--- src/rtl/instr_fetch_unit.sv ---
// Fetch stage: owns the PC, reads instruction words over a req/ack handshake and
// presents the latest word to the control unit, with redirect, flush and timeout.
module instr_fetch_unit #(
  parameter int                    ADDR_WIDTH = 26,
  parameter int                    DATA_WIDTH = 32,
  parameter logic [ADDR_WIDTH-1:0] RESET_PC   = 26'h0001000,
  parameter int                    MAX_WAIT   = 16
) (
  input  logic                  CLK,
  input  logic                  RST,
  input  logic                  FETCH_REQ,
  input  logic                  PC_LOAD,
  input  logic [ADDR_WIDTH-1:0] PC_IN,
  output logic                  MEM_READ,
  output logic [ADDR_WIDTH-1:0] MEM_ADDR,
  input  logic [DATA_WIDTH-1:0] MEM_DATA_IN,
  input  logic                  MEM_ACK,
  output logic [DATA_WIDTH-1:0] INSTRUCTION,
  output logic                  INSTR_VALID,
  output logic [ADDR_WIDTH-1:0] INSTR_PC,
  output logic [ADDR_WIDTH-1:0] PC_OUT,
  output logic                  FETCH_ERR
);

  localparam int WAIT_W = (MAX_WAIT > 1) ? $clog2(MAX_WAIT) : 1;

  typedef enum logic [1:0] {
    IDLE = 2'd0,
    REQ  = 2'd1,
    HOLD = 2'd2
  } state_t;

  state_t                  state_q, state_d;
  logic [ADDR_WIDTH-1:0]   pc_q, pc_d;
  logic [ADDR_WIDTH-1:0]   mem_addr_q, mem_addr_d;
  logic                    mem_read_q, mem_read_d;
  logic [DATA_WIDTH-1:0]   instr_q, instr_d;
  logic                    valid_q, valid_d;
  logic [ADDR_WIDTH-1:0]   instr_pc_q, instr_pc_d;
  logic                    err_q, err_d;
  logic                    flush_q, flush_d;
  logic [WAIT_W-1:0]       wait_q, wait_d;
  logic                    timeout;

  // Timeout fires on the last permitted REQ cycle that passes without an ack.
  assign timeout = (MAX_WAIT != 0) && (wait_q == WAIT_W'(MAX_WAIT - 1));

  always_comb begin
    state_d    = state_q;
    pc_d       = pc_q;
    mem_addr_d = mem_addr_q;
    mem_read_d = mem_read_q;
    instr_d    = instr_q;
    valid_d    = valid_q;
    instr_pc_d = instr_pc_q;
    err_d      = err_q;
    flush_d    = flush_q;
    wait_d     = wait_q;

    case (state_q)
      IDLE, HOLD: begin
        if (PC_LOAD) begin
          pc_d    = PC_IN;
          err_d   = 1'b0;
          valid_d = 1'b0;
        end
        if (FETCH_REQ) begin
          state_d    = REQ;
          mem_read_d = 1'b1;
          mem_addr_d = PC_LOAD ? PC_IN : pc_q;
          valid_d    = 1'b0;
          wait_d     = '0;
        end
      end

      REQ: begin
        if (MEM_ACK) begin
          mem_read_d = 1'b0;
          flush_d    = 1'b0;
          if (PC_LOAD || flush_q) begin
            // Word belongs to the pre-redirect stream: drop it.
            state_d = IDLE;
            if (PC_LOAD) begin
              pc_d  = PC_IN;
              err_d = 1'b0;
            end
          end else begin
            state_d    = HOLD;
            instr_d    = MEM_DATA_IN;
            instr_pc_d = mem_addr_q;
            valid_d    = 1'b1;
            pc_d       = pc_q + ADDR_WIDTH'(1);
          end
        end else begin
          wait_d = wait_q + WAIT_W'(1);
          if (PC_LOAD) begin
            pc_d    = PC_IN;
            err_d   = 1'b0;
            flush_d = 1'b1;
          end
          if (timeout) begin
            state_d    = IDLE;
            err_d      = 1'b1;
            mem_read_d = 1'b0;
            valid_d    = 1'b0;
            flush_d    = 1'b0;
          end
        end
      end

      default: begin
        state_d    = IDLE;
        mem_read_d = 1'b0;
      end
    endcase
  end

  always_ff @(posedge CLK) begin
    if (RST) begin
      state_q    <= IDLE;
      pc_q       <= RESET_PC;
      mem_addr_q <= RESET_PC;
      mem_read_q <= 1'b0;
      instr_q    <= '0;
      valid_q    <= 1'b0;
      instr_pc_q <= '0;
      err_q      <= 1'b0;
      flush_q    <= 1'b0;
      wait_q     <= '0;
    end else begin
      state_q    <= state_d;
      pc_q       <= pc_d;
      mem_addr_q <= mem_addr_d;
      mem_read_q <= mem_read_d;
      instr_q    <= instr_d;
      valid_q    <= valid_d;
      instr_pc_q <= instr_pc_d;
      err_q      <= err_d;
      flush_q    <= flush_d;
      wait_q     <= wait_d;
    end
  end

  assign MEM_READ    = mem_read_q;
  assign MEM_ADDR    = mem_addr_q;
  assign INSTRUCTION = instr_q;
  assign INSTR_VALID = valid_q;
  assign INSTR_PC    = instr_pc_q;
  assign PC_OUT      = pc_q;
  assign FETCH_ERR   = err_q;

endmodule

--- config.mk ---
export PLATFORM = sky130hd
export DESIGN_NAME = instr_fetch_unit
export DESIGN_NICKNAME = d
export VERILOG_FILES = /design/src/rtl/instr_fetch_unit.sv
export SDC_FILE = /design/constraint.sdc
export NUM_CORES = 1
export LEC_CHECK = 0
export ABC_AREA = 1
export BUFFER_PORTS_ARGS = -buffer_cell sky130_fd_sc_hd__buf_2
export CORE_MARGIN = 5
export CORE_UTILIZATION = 32
export DETAILED_ROUTE_END_ITERATION = 10
export SLEW_MARGIN = 20
export SYNTH_ARGS = -nofsm -noshare
export SYNTH_HDL_FRONTEND = slang
export SYNTH_SLANG_ARGS = --single-unit
--- constraint.sdc ---
create_clock -name CLK -period 4.2 [get_ports CLK]
set_clock_uncertainty 0.1 [all_clocks]
set_input_delay 0 -clock CLK [delete_from_list [all_inputs] [get_ports CLK]]
set_output_delay 0 -clock CLK [all_outputs]
set_load 0.1 [all_outputs]
==> out/results.ini <==
[clocking]
cts_tree = done
postCtsHoldBufs = 59
cts_setup_buffers = 0
insertion_delay_ns = 0.41
h-tree-depth = 4
clk_root_buffer_cell = clkbuf_16
clk_pin_slew_ns = 0.06
clock-sinks = 120
cts_buffer_depth = 2
cts_buffers = 17
cts_resized = 0

[placed_design]
placed_cell_area_um2 = 6281
place_congestion = 0.8579
placed_cells = 1100
port_buffers = 175
dpl.hpwl_mm = 12.30

[layout]
mostFrequentLayoutCell = buf_2
final_area_um2 = 7436
layout.nets = 1023
layout_common_cells = buf_2, nand2_1, dfxtp_1, nor2_1, o21ai_0
antenna_cells = 0
final_cells = 1190
area_growth_pct = 39.54
drive_above_1_share = 0.2227

[worst_setup_path]
startpoint = state_q[0]
cp_cell_sequence = inv_2 > nor2_8 > nand3_4 > clkinv_2 > buf_4 > o21ai_0 > a21oi_1
start_kind = register
r2r_start = state_q[0]
cp.arrival_ns = 2.57
crit_path_max_fanout = 59
worst_setup_path_end_kind = register
crit_required_ns = 4.43
critPathKind = reg -> reg
slowest_stage = buf_4
slowest_delay_ns = 0.56

[drt]
route.detailed.drc = 0
first_pass_iters = 5
avgViaCountPerCell = 4.711
ant_nets = 0
vias = 5606
drtIter0Drc = 327
wl_mm = 17.65
wire_per_inst_um = 14.83

[sta]
max_freq_mhz = 428.8
fin_crit_ns = 2.332
setup-violations-final = 0
min_period_over_period = 0.5553
hold_violations = 0
worst_pin_slew_ns = 1.058
drv_slew = 0
relSlewSlack = 0.2948
fin_setup_tns_ns = 0
rsz0062_at_grt = no

[synth]
syn_inst = 744
syn_area_um2 = 5329
synth_top_area_share = 0.4508
yosysWarnings = 0
avgSynthCellArea_um2 = 7.162
syn-num-nets = 809
yosys.area.top_type = dfxtp_1
ys_types = 31
synth.area.top_cells = dfxtp_1, o21ai_0, nand2_1
synth_seq_cells = 120
ys_seq_area_frac = 0.4508

[min_path]
hold_start = PC_IN[8]
min_path_type = in -> reg

[pwr]
p_sw_frac = 0.3470
ir_drop_mv = 0.2737
combPwrFrac = 0.238
netSwitchingPower_mw = 1.209
power_per_cell_area_nw_per_um2 = 468.3
share_clk_of_total_power = 0.399
p_int_mw = 2.274
p_seq_frac = 0.363
power_mw = 3.483
leakagePower_nw = 3.335

[global_routing]
grt_max_degree = 71
grt.overflow.total = 0
grt_pass1_wl_mm = 28.35
antenna_found_initial = 0
grt.total_usage = 0.1804
grt_pass1_vias = 5318

[floorplanning]
dieArea_um2 = 19330
fp.dieH_um = 139.0
die_w_um = 139.0
coreArea_um2 = 16470
pin_count = 176
initial_utilization = 0.3236
rows = 47

[run]
maxCapViolations = 0

[run_status]
status = finished, final reports clean

## synth_stat cells
master	number
a211oi_1	6
a21oi_1	74
a22oi_1	1
and2_1	2
and3_1	1
buf_2	16
buf_4	2
buf_6	5
clkbuf_1	19
clkinv_1	2
dfxtp_1	120
ha_1	2
inv_1	65
inv_2	2
mux2i_1	8
nand2_1	131
nand3_1	32
nand3_4	1
nand4_1	5
nor2_1	111
nor2_2	1
nor2_4	4
nor2_8	1
nor3_1	2
o211ai_1	2
o21ai_0	100
o21ai_1	3
o21bai_1	1
o22ai_1	23
xnor2_1	1
xor2_1	1
## power by group through the flow
stage | Clock [mW] | Sequential [mW] | Combinational, mW
after floorplan | 0 | 1.72 | 0.192
after global placement | 0 | 1.29 | 0.785
after detailed placement | 0 | 1.29 | 0.785
after CTS | 1.42 | 1.26 | 0.830
after global routing | 1.47 | 1.27 | 0.875
final | 1.39 | 1.27 | 0.828
## per-stage QoR
stage | worst slack [ns] | util | hold WS [ns]
after floorplan | 1.843 | - | 0.06668
after global placement | 1.925 | 0.3815 | 0.1534
after detailed placement | 1.895 | 0.3815 | 0.1568
after CTS | 1.874 | 0.4516 | 0.03320
after global routing | 1.664 | 0.4516 | 0.09668
final | 1.868 | 0.4516 | 0.05622
## sequential cells by signal, summed over array words and instances, names as in the netlist
name and cells:
INSTR_VALID 1, INSTR_PC 26, wait_q 4, PC_OUT 26, MEM_ADDR 26, flush_q 1, MEM_READ 1, state_q 2
FETCH_ERR 1, INSTRUCTION 32
## worst paths after layout
kind             endpoint  slack, ns  cells after the start
max          INSTR_PC[16]       1.87                      7
min           MEM_ADDR[8]       0.06                      3
min reg2reg   INSTR_VALID       0.36                      2
max reg2reg  INSTR_PC[16]       1.87                      7
## worst max-delay path, delay by kind of cell, from the launching register on
kind | cells | cell delay [ns]
buffers and inverters | 3 | 1.15
AOI/OAI and AO/OA | 2 | 0.34
and+or+nand+nor | 2 | 0.23
DFF | 1 | 0.38
## per-layer routing
layer,global-route usage,up-vias,part of all wire
met5,0,-,0
met3,0.04793,12,0.057
met1,0.2423,2550,0.48
li1,-,2878,-
met4,0.04016,0,0.0078
met2,0.2923,166,0.46
## kinds of logic after synthesis
logic type / synth area share
AND/OR/NAND/NOR: 0.2285
AO/OA/AOI/OAI: 0.2073
flip-flops: 0.4508
multiplexers: 0.01503
adder cells (fa/ha/maj): 0.004695
buffers and inverters: 0.09040
XOR/XNOR: 0.003288
## layout make-up
type / instances / area [um2]
multi-input combinational: 513 / 2445
clock inverter: 9 / 100.1
inverter: 69 / 260.3
fill: 1697 / 9030
tap: 220 / 275.3
sequential: 120 / 2402
clock buffer: 22 / 464.2
timing repair buffer: 237 / 1489
(Power assumes the default switching activity.)
